File: src/rtl/irt_scoreboard.sv
// Instruction scoreboard: tracks up to BS in-flight instructions, records
// RAW/WAR/WAW dependencies between them at insert time, clears them as
// instructions complete, and reports which occupied slots may issue.
module irt_scoreboard #(
    parameter int REGNUM   = 32,
    parameter int BS       = 16,
    parameter int NSRC     = 2,
    parameter int ZERO_REG = 1,
    localparam int RA = $clog2(REGNUM),
    localparam int BI = $clog2(BS)
) (
    input  logic                 clk,
    input  logic                 rst,
    input  logic                 in_valid,
    output logic                 in_ready,
    input  logic [NSRC*RA-1:0]   in_rs,
    input  logic [NSRC-1:0]      in_rs_en,
    input  logic [RA-1:0]        in_rd,
    input  logic                 in_rd_en,
    output logic [BI-1:0]        alloc_index,
    input  logic                 cpl_valid,
    input  logic [BI-1:0]        cpl_index,
    output logic                 idt_valid,
    output logic [BS-1:0]        idt,
    output logic [BS-1:0]        slot_valid,
    output logic [BS-1:0]        issue_rdy,
    output logic [BI:0]          occupancy
);

    logic [BS-1:0]   slot_valid_q;
    logic [BS-1:0]   dep_q [BS];
    logic [RA-1:0]   src_q [BS][NSRC];
    logic [NSRC-1:0] src_en_q [BS];
    logic [RA-1:0]   dst_q [BS];
    logic [BS-1:0]   dst_en_q;
    logic [BI:0]     occ_q;
    logic            idt_valid_q;
    logic [BS-1:0]   idt_q;

    logic [NSRC-1:0] src_en_eff;
    logic            dst_en_eff;
    logic [BI-1:0]   alloc_idx;
    logic [BS-1:0]   alloc_mask;
    logic            accept;
    logic            cpl_ok;
    logic [BS-1:0]   cpl_mask;
    logic [BS-1:0]   dep_hit;
    logic [BS-1:0]   dep_new;

    // Operand qualification: register 0 behaves as "no operand" when ZERO_REG is set
    always_comb begin
        for (int k = 0; k < NSRC; k++) begin
            src_en_eff[k] = in_rs_en[k] &
                            ((ZERO_REG == 0) || (in_rs[k*RA +: RA] != '0));
        end
        dst_en_eff = in_rd_en & ((ZERO_REG == 0) || (in_rd != '0));
    end

    // Lowest free slot from the start-of-cycle occupancy; 0 when full
    always_comb begin
        alloc_idx = '0;
        for (int i = BS - 1; i >= 0; i--) begin
            if (!slot_valid_q[i]) alloc_idx = BI'(i);
        end
    end

    // Handshake and completion qualification
    always_comb begin
        in_ready   = ~&slot_valid_q;
        accept     = in_valid & in_ready;
        alloc_mask = BS'(1) << alloc_idx;
        cpl_ok     = cpl_valid & slot_valid_q[cpl_index];
        cpl_mask   = cpl_ok ? (BS'(1) << cpl_index) : '0;
    end

    // Hazard search against every stored instruction: RAW, WAR and WAW
    always_comb begin
        dep_hit = '0;
        for (int j = 0; j < BS; j++) begin
            for (int k = 0; k < NSRC; k++) begin
                if (src_en_eff[k] && dst_en_q[j] && (dst_q[j] == in_rs[k*RA +: RA]))
                    dep_hit[j] = 1'b1;
                if (dst_en_eff && src_en_q[j][k] && (src_q[j][k] == in_rd))
                    dep_hit[j] = 1'b1;
            end
            if (dst_en_eff && dst_en_q[j] && (dst_q[j] == in_rd))
                dep_hit[j] = 1'b1;
        end
        // A slot finishing this cycle can never hold up the newcomer
        dep_new = dep_hit & slot_valid_q & ~alloc_mask & ~cpl_mask;
    end

    // Slot occupancy, dependency matrix, counter and insert report
    always_ff @(posedge clk or negedge rst) begin
        if (!rst) begin
            slot_valid_q <= '0;
            occ_q        <= '0;
            idt_valid_q  <= 1'b0;
            idt_q        <= '0;
            for (int i = 0; i < BS; i++) dep_q[i] <= '0;
        end else begin
            slot_valid_q <= (slot_valid_q & ~cpl_mask) | (accept ? alloc_mask : '0);
            for (int i = 0; i < BS; i++) begin
                if (accept && (BI'(i) == alloc_idx))
                    dep_q[i] <= dep_new;
                else if (cpl_ok && (BI'(i) == cpl_index))
                    dep_q[i] <= '0;
                else
                    dep_q[i] <= dep_q[i] & ~cpl_mask;
            end
            if (accept && !cpl_ok)
                occ_q <= occ_q + {{BI{1'b0}}, 1'b1};
            else if (!accept && cpl_ok)
                occ_q <= occ_q - {{BI{1'b0}}, 1'b1};
            idt_valid_q <= accept;
            if (accept) idt_q <= dep_new;
        end
    end

    // Source/destination tables: written on insert, invalidated on completion
    always_ff @(posedge clk or negedge rst) begin
        if (!rst) begin
            dst_en_q <= '0;
            for (int i = 0; i < BS; i++) begin
                src_en_q[i] <= '0;
                dst_q[i]    <= '0;
                for (int k = 0; k < NSRC; k++) src_q[i][k] <= '0;
            end
        end else begin
            if (cpl_ok) begin
                src_en_q[cpl_index] <= '0;
                dst_en_q[cpl_index] <= 1'b0;
            end
            if (accept) begin
                src_en_q[alloc_idx] <= src_en_eff;
                dst_en_q[alloc_idx] <= dst_en_eff;
                dst_q[alloc_idx]    <= in_rd;
                for (int k = 0; k < NSRC; k++)
                    src_q[alloc_idx][k] <= in_rs[k*RA +: RA];
            end
        end
    end

    // A slot may issue once it is occupied and nothing older blocks it
    always_comb begin
        for (int i = 0; i < BS; i++) issue_rdy[i] = slot_valid_q[i] & ~|dep_q[i];
    end

    assign alloc_index = alloc_idx;
    assign slot_valid  = slot_valid_q;
    assign occupancy   = occ_q;
    assign idt_valid   = idt_valid_q;
    assign idt         = idt_q;

endmodule

File: config.mk
export PLATFORM = sky130hd
export DESIGN_NAME = irt_scoreboard
export DESIGN_NICKNAME = d
export VERILOG_FILES = /design/src/rtl/irt_scoreboard.sv
export SDC_FILE = /design/constraint.sdc
export NUM_CORES = 1
export LEC_CHECK = 0
export ABC_AREA = 1
export BUFFER_PORTS_ARGS = -buffer_cell sky130_fd_sc_hd__buf_4
export CAP_MARGIN = 25
export CORE_ASPECT_RATIO = 1.75
export CORE_MARGIN = 2
export CORE_UTILIZATION = 50
export CTS_CLUSTER_DIAMETER = 150
export DETAILED_ROUTE_END_ITERATION = 6
export PLACE_DENSITY = 0.81
export SLEW_MARGIN = 20
export SYNTH_ARGS = -nofsm -noshare
export SYNTH_HDL_FRONTEND = slang
export SYNTH_SLANG_ARGS = --single-unit
File: constraint.sdc
create_clock -name clk -period 2.84 [get_ports clk]
set_input_delay 0.426 -clock clk [delete_from_list [all_inputs] [get_ports clk]]
set_output_delay 0.426 -clock clk [all_outputs]
set_load 0.02 [all_outputs]
==> impl_results.md, run 1 <==
- Placeable core area: 58,300 µm²
- Critical path type: flip-flop to primary output
- Via Count: 27,600
- Share of the yosys chip area belonging to registers: 0.495
- Worst Hold Class: input pin to flip-flop
- Setup crit start kind: flip-flop
- Io pins: 85
- Area of the multi-input gates: 13,200 µm²
- Commonest cells after routing, fill and taps aside: nand2_1 (1,055), dfrtp_1 (569), o21ai_0 (371)
- Fin nets: 3,774
- Leak pwr: 16.5 nW
- Maximum vdd ir drop: 0.808 mV
- DRT Pass-1 Iters: 7
- Worst Setup End Kind: primary output
- RSZ-0062 raised after global routing: false
- DRC viols: 0
- Relative slew slack: 0.508
- Vias per cell: 6.06
- Total power draw: 31.9 mW
- Library cells used by synthesis: 49
- Mean Syn Cell Area: 8.15 µm²
- Wl on met1: 34,500 µm
- Async set-reset flop share out of synthesis: 1.00
- Detail Route Antenna Nets: 0
- Largest net degree at the start of global routing: 92
- Area growth, synth to finish: 15.9%
- Clock skew: 0.0264 ns
- Number of flops mapped to enable cells by yosys: 0
- Final hold vios: 0
- Die Height: 325 µm
- DR WL/cell: 23.0 µm
- Most common cell after layout, fill and taps aside: nand2_1
- Measured slew at the worst slew-check pin: 0.731 ns
- Yosys reg bits: 582
- Syn nets: 3,646
- Dominant synthesized flop cell: dfrtp_1
- Ant diodes: 0
- Fin crit share: 0.985
- Hpwl dp: 70,100 µm
- Port buffer count: 84
- Share of cells above drive strength 1: 0.128
- Setup TNS: 0 ns
- CTS Sinks: 582
- Clk slew on worst S/H paths: 0.07 ns
- Synth Cell Area: 29,400 µm²
- Met2 routed WL: 48,600 µm
- Max Fanout on Critical Path: 2
- Root buf cell: clkbuf_16
- H-tree depth: 2
- Slew Limit Fails: 0
- CP required: 2.41 ns
- Clk buf depth: 3
- Fin crit period: 2.80 ns
- CTS tree: built
- Filler cells: 5,075
- Drt initial violations: 3,086
- Clk Latency, worst-skew pair: 0.61 ns
- GP Congestion: 1.00
- Cell row count: 117
- First-pass GRT wire length: 159,000 µm
- Initial Util: 0.505
- Die area: 60,900 µm²
- Fmax: 358 MHz
- Post-Route WL: 105,000 µm
- Die W: 187 µm
- Pwr Density: 933 nW/µm²
- Met3 Routed Length: 10,500 µm
- Synth warn: 0
- Initial antenna violation count: 1
- Top Layer Used: met4
- Status: complete, no violations
- # setup viols final: 0
- Sequential cell area: 14,600 µm²
- TritonCTS Buffers: 51
- Total grt overflow: 0
- Crit path DAT: 2.37 ns
- Vias in the first global route: 27,200
- Tot GR Track Use: 0.341
- Syn Inst Count: 3,615
- Max-cap violations: 0
path summary, 6_finish.rpt:
path,depth (start not counted),start,slack [ns],to
worst max register to register,11,slot_valid[10],0.06,dep_q[123]
worst min register to register,2,src_q[67],0.48,src_q[67]
max in group asynchronous,3,rst,1.49,dst_q[58]
min in group asynchronous,2,rst,0.35,idt[7]
worst max-delay path,4,dep_q[0],0.04,issue_rdy[15]
worst min-delay path,4,cpl_index[2],0.28,dep_q[158]
worst max-delay path: stages, from the launching register on:
cell	delay, ns
dfrtp_1	0.40
nor4_1	0.63
nand3_1	0.18
nor4_1	0.33
buf_4	0.21
layout make-up:
type | count | area share
inverter | 183 | 0.0203
clock inverter | 22 | 0.00667
multi-input combinational | 2614 | 0.387
clock buffer | 71 | 0.0419
tap | 773 | 0.0283
timing repair buffer | 311 | 0.0885
sequential | 582 | 0.427
per-layer routing:
metal  vias to the layer above  global-route usage
met2                      1758               0.555
met4                         0               0.302
li1                      12200                   -
met5                         -                   0
met1                     13000               0.382
met3                       625              0.0639
Yosys cell counts (9+ instances only):
cell | count | share of area
nand2_1 | 1055 | 0.13
dfrtp_1 | 582 | 0.49
o21ai_0 | 371 | 0.063
nand3_1 | 232 | 0.039
nor2_1 | 218 | 0.028
inv_1 | 156 | 0.020
xnor2_1 | 126 | 0.037
xor2_1 | 126 | 0.037
buf_2 | 120 | 0.020
clkbuf_1 | 99 | 0.013
nand4_1 | 89 | 0.019
nor3_1 | 70 | 0.012
a21oi_1 | 56 | 0.0095
nor4_1 | 53 | 0.011
o21ai_1 | 43 | 0.0073
o22ai_1 | 43 | 0.0091
a221oi_1 | 42 | 0.012
inv_2 | 19 | 0.0024
nor2_2 | 13 | 0.0028
buf_1 | 11 | 0.0014
or2_2 | 11 | 0.0023
a211oi_1 | 9 | 0.0023
stage by stage:
step	instances	utilization	cell area, µm²	hold slack, ns	worst slack (ns)
2_1_floorplan	3615	-	29500	0.130	0.0192
3_3_place_gp	4459	0.556	32400	0.426	0.0995
3_5_place_dp	4459	0.556	32400	0.424	0.0993
4_1_cts	4554	0.585	34100	0.269	0.0268
5_1_grt	4556	0.586	34100	0.308	0.00289
6_report	4556	0.586	34100	0.275	0.0440
where the power goes:
part / switching [mW] / leakage [nW] / internal, mW
logic: 7.41 / 7.98 / 4.61
clock network: 3.28 / 0.813 / 3.90
registers: 2.06 / 7.70 / 10.6
registers in the layout, indices dropped and copies added (netlist names):
register and cells:
dst_q 80, idt_valid 1, slot_valid 16, src_q 160, dep_q 256, idt 16
occupancy 5, src_en_q 32, dst_en_q 16
cells by family (layout without fill, tap and decap cells):
family / count (synthesis) / in the layout / share of synthesized area
adders and majority gates: 5 / 5 / 0.00238
buffers and inverters: 419 / 587 / 0.0594
xor gates and xnor gates: 252 / 252 / 0.0749
DFF: 582 / 582 / 0.495
AOI/OAI and AO/OA: 584 / 584 / 0.109
and+or+nand+nor: 1773 / 1773 / 0.260
timing repair:
item / 4_1_cts / 5_1_grt
hold endpoints to repair: 49 / 0
buffers inserted: 1 / 2
gates resized for setup: 3 / 4
pin swaps: 1 / 2
hold buffers: 1 / 0
endpoints found under the setup margin: 1 / 3
No activity file was read; power rests on OpenSTA's default activity.
==> run 2, diff against run 1 <==
--- a/config.mk
+++ b/config.mk
@@ -8,12 +8,14 @@
 export ABC_AREA = 1
 export BUFFER_PORTS_ARGS = -buffer_cell sky130_fd_sc_hd__buf_4
 export CAP_MARGIN = 25
+export CELL_PAD_IN_SITES_DETAIL_PLACEMENT = 1
+export CELL_PAD_IN_SITES_GLOBAL_PLACEMENT = 2
 export CORE_ASPECT_RATIO = 1.75
 export CORE_MARGIN = 2
-export CORE_UTILIZATION = 50
+export CORE_UTILIZATION = 35
 export CTS_CLUSTER_DIAMETER = 150
 export DETAILED_ROUTE_END_ITERATION = 6
-export PLACE_DENSITY = 0.81
+export PLACE_DENSITY = 0.89
 export SLEW_MARGIN = 20
 export SYNTH_ARGS = -nofsm -noshare
 export SYNTH_HDL_FRONTEND = slang
==> run 2 against run 1 <==
Compared with the run above: clock power grew 8.4%; maximum frequency fell by 0.18%; final area grew 2.9%; global-route usage decreased by 6.2 points; setup slack got worse by 0.0052 ns; clock-buffer cell count up 16; sequential share of layout area decreased by 1.2 points; non-clock buffer count increased by 40; utilization down 16 points; sequential power is essentially flat; critical endpoint is now issue_rdy[3]; largest cell class unchanged; highest routed layer is now met5.
==> impl_results.md, run 2 (synthesis results as in run 1) <==
- Worst hold start: in_rs[0]
- Area growth, synth to finish: 19.3%
- Top Registers: dep_q x256, src_q x160, dst_q x80
- Filler cells: 9,970
- Vias per cell: 5.63
- Pwr Density: 950 nW/µm²
- Final hold slack: 0.300 ns
- Placeable core area: 83,400 µm²
- Fin crit share: 0.986
- Worst R2R End: dep_q[0]
- Fin crit period: 2.80 ns
- Initial antenna violation count: 4
- Maximum vdd ir drop: 0.514 mV
- Total grt overflow: 0
- GRT Max-Usage Layer: met2
- Worst path most repeated cell: nor4_1
- Met2 Use GR: 0.496
- CP required: 2.41 ns
- Tot GR Track Use: 0.279
- DR WL/cell: 24.8 µm
- Hold Crit Depth: 4
- # placed instances: 4,784
- Clk Latency, worst-skew pair: 0.61 ns
- Die area: 86,600 µm²
- Worst path bufs/invs: 1
- Die Height: 388 µm
- Crit path max-delay family: simple AND/OR/NAND/NOR gates
- Reg2reg setup slack: 0.05 ns
- Layout Cells excl Fill: 4,897
- Port buffer count: 84
- DP Area: 33,100 µm²
- DRT Pass-1 Iters: 5
- Worst Hold Class: input pin to flip-flop
- GP Congestion: 0.927
- Post-layout worst setup margin: 0.0388 ns
- Setup TNS: 0 ns
- Clock skew: 0.0151 ns
- CTS tree: built
- Slew Limit Fails: 0
- H-tree depth: 2
- Max Fanout on Critical Path: 2
- Via Count: 27,600
- Detail Route Antenna Nets: 0
- Share of cells above drive strength 1: 0.140
- Root buf cell: clkbuf_16
- Met1 Use GR: 0.313
- Clk slew on worst S/H paths: 0.07 ns
- Fmax: 357 MHz
- CP max-delay cell: nor4_1
- Dpl ws: -0.00982 ns
- Most common cell after layout, fill and taps aside: nand2_1
- CTS Sinks: 582
- Status: complete, no violations
- Max-cap violations: 0
- Hold EP: src_q[145]
- FF-to-FF path depth: 11
- Io pins: 85
- First-pass GRT wire length: 183,000 µm
- Commonest cells after routing, fill and taps aside: nand2_1 (1,054), dfrtp_1 (569), o21ai_0 (371)
- Drt initial violations: 1,742
- Leak pwr: 16.8 nW
- Vias in the first global route: 29,100
- Crit path DAT: 2.38 ns
- Largest net degree at the start of global routing: 83
- # setup viols final: 0
- Worst Setup End Kind: primary output
- Max reg flops: 256
- Initial Util: 0.353
- Measured slew at the worst slew-check pin: 0.795 ns
- Die W: 223 µm
- Final hold vios: 0
- TritonCTS Buffers: 55
- Slowest stage delay, CP: 0.60 ns
- Met3 GRT Util: 0.0342
- Fin nets: 3,818
- Relative slew slack: 0.465
- Post-Route WL: 121,000 µm
- DRC viols: 0
- Post-route cell area: 35,100 µm²
- Top reg by flops: dep_q
- Reg-to-reg startpoint: slot_valid[0]
- Setup crit start kind: flip-flop
- Clk buf depth: 3
- Cell row count: 140
- CP Cell Sequence: nor4_1 -> nand3_1 -> nor4_1 -> buf_4
- Hpwl dp: 83,400 µm
- Critical path type: flip-flop to primary output
## run 2: worst max-delay path by stage
stage | from | to | cells after the start
2_1_floorplan | slot_valid[6] | occupancy[4] | 16
3_3_place_gp | cpl_index[1] | dep_q[0] | 14
3_5_place_dp | in_rd[3] | dep_q[49] | 11
4_1_cts | slot_valid[15] | alloc_index[0] | 18
5_1_grt | slot_valid[15] | alloc_index[0] | 18
6_report | dep_q[201] | issue_rdy[3] | 4
## run 2: layout make-up
class	instances	area [µm²]	area share
sequential	582	14600	0.415
multi-input combinational	2614	13300	0.378
timing repair buffer	351	3370	0.0958
clock buffer	87	1700	0.0484
tap	1065	1330	0.0379
inverter	183	703	0.0200
clock inverter	14	150	0.00427
antenna	1	2.50	0.0000712
## run 2: metal layers
layer / vias to the layer above / part of all wire
met2: 851 / 0.50
li1: 12300 / -
met3: 420 / 0.045
met5: - / 0.00019
met4: 4 / 0.079
met1: 14000 / 0.38
## run 2: report_power, final
group	internal (mW)	switching (mW)	leakage [nW]
clock network	4.36	3.42	0.912
logic	4.92	7.97	8.18
registers	10.6	2.08	7.70
## run 2: what timing repair did
item,4_1_cts,5_1_grt
setup buffers,0,10
pin swaps,0,3
hold buffers,1,0
endpoints found under the hold margin,43,0
resized for setup,12,9
setup endpoints to repair,3,11
## run 2: through the flow
stage	total power, mW	util
after CTS	33.1	0.420
after detailed placement	25.1	0.397
after floorplan	20.0	-
after global placement	24.6	0.397
after global routing	35.3	0.421
final	33.4	0.421
## run 2: worst register-to-register path: cells and delay by family (launching register included)
family | cells | cell delay [ns]
buffers and inverters | 4 | 0.90
DFF | 1 | 0.43
and+or+nand+nor | 5 | 1.03
AOI/OAI and AO/OA | 2 | 0.38
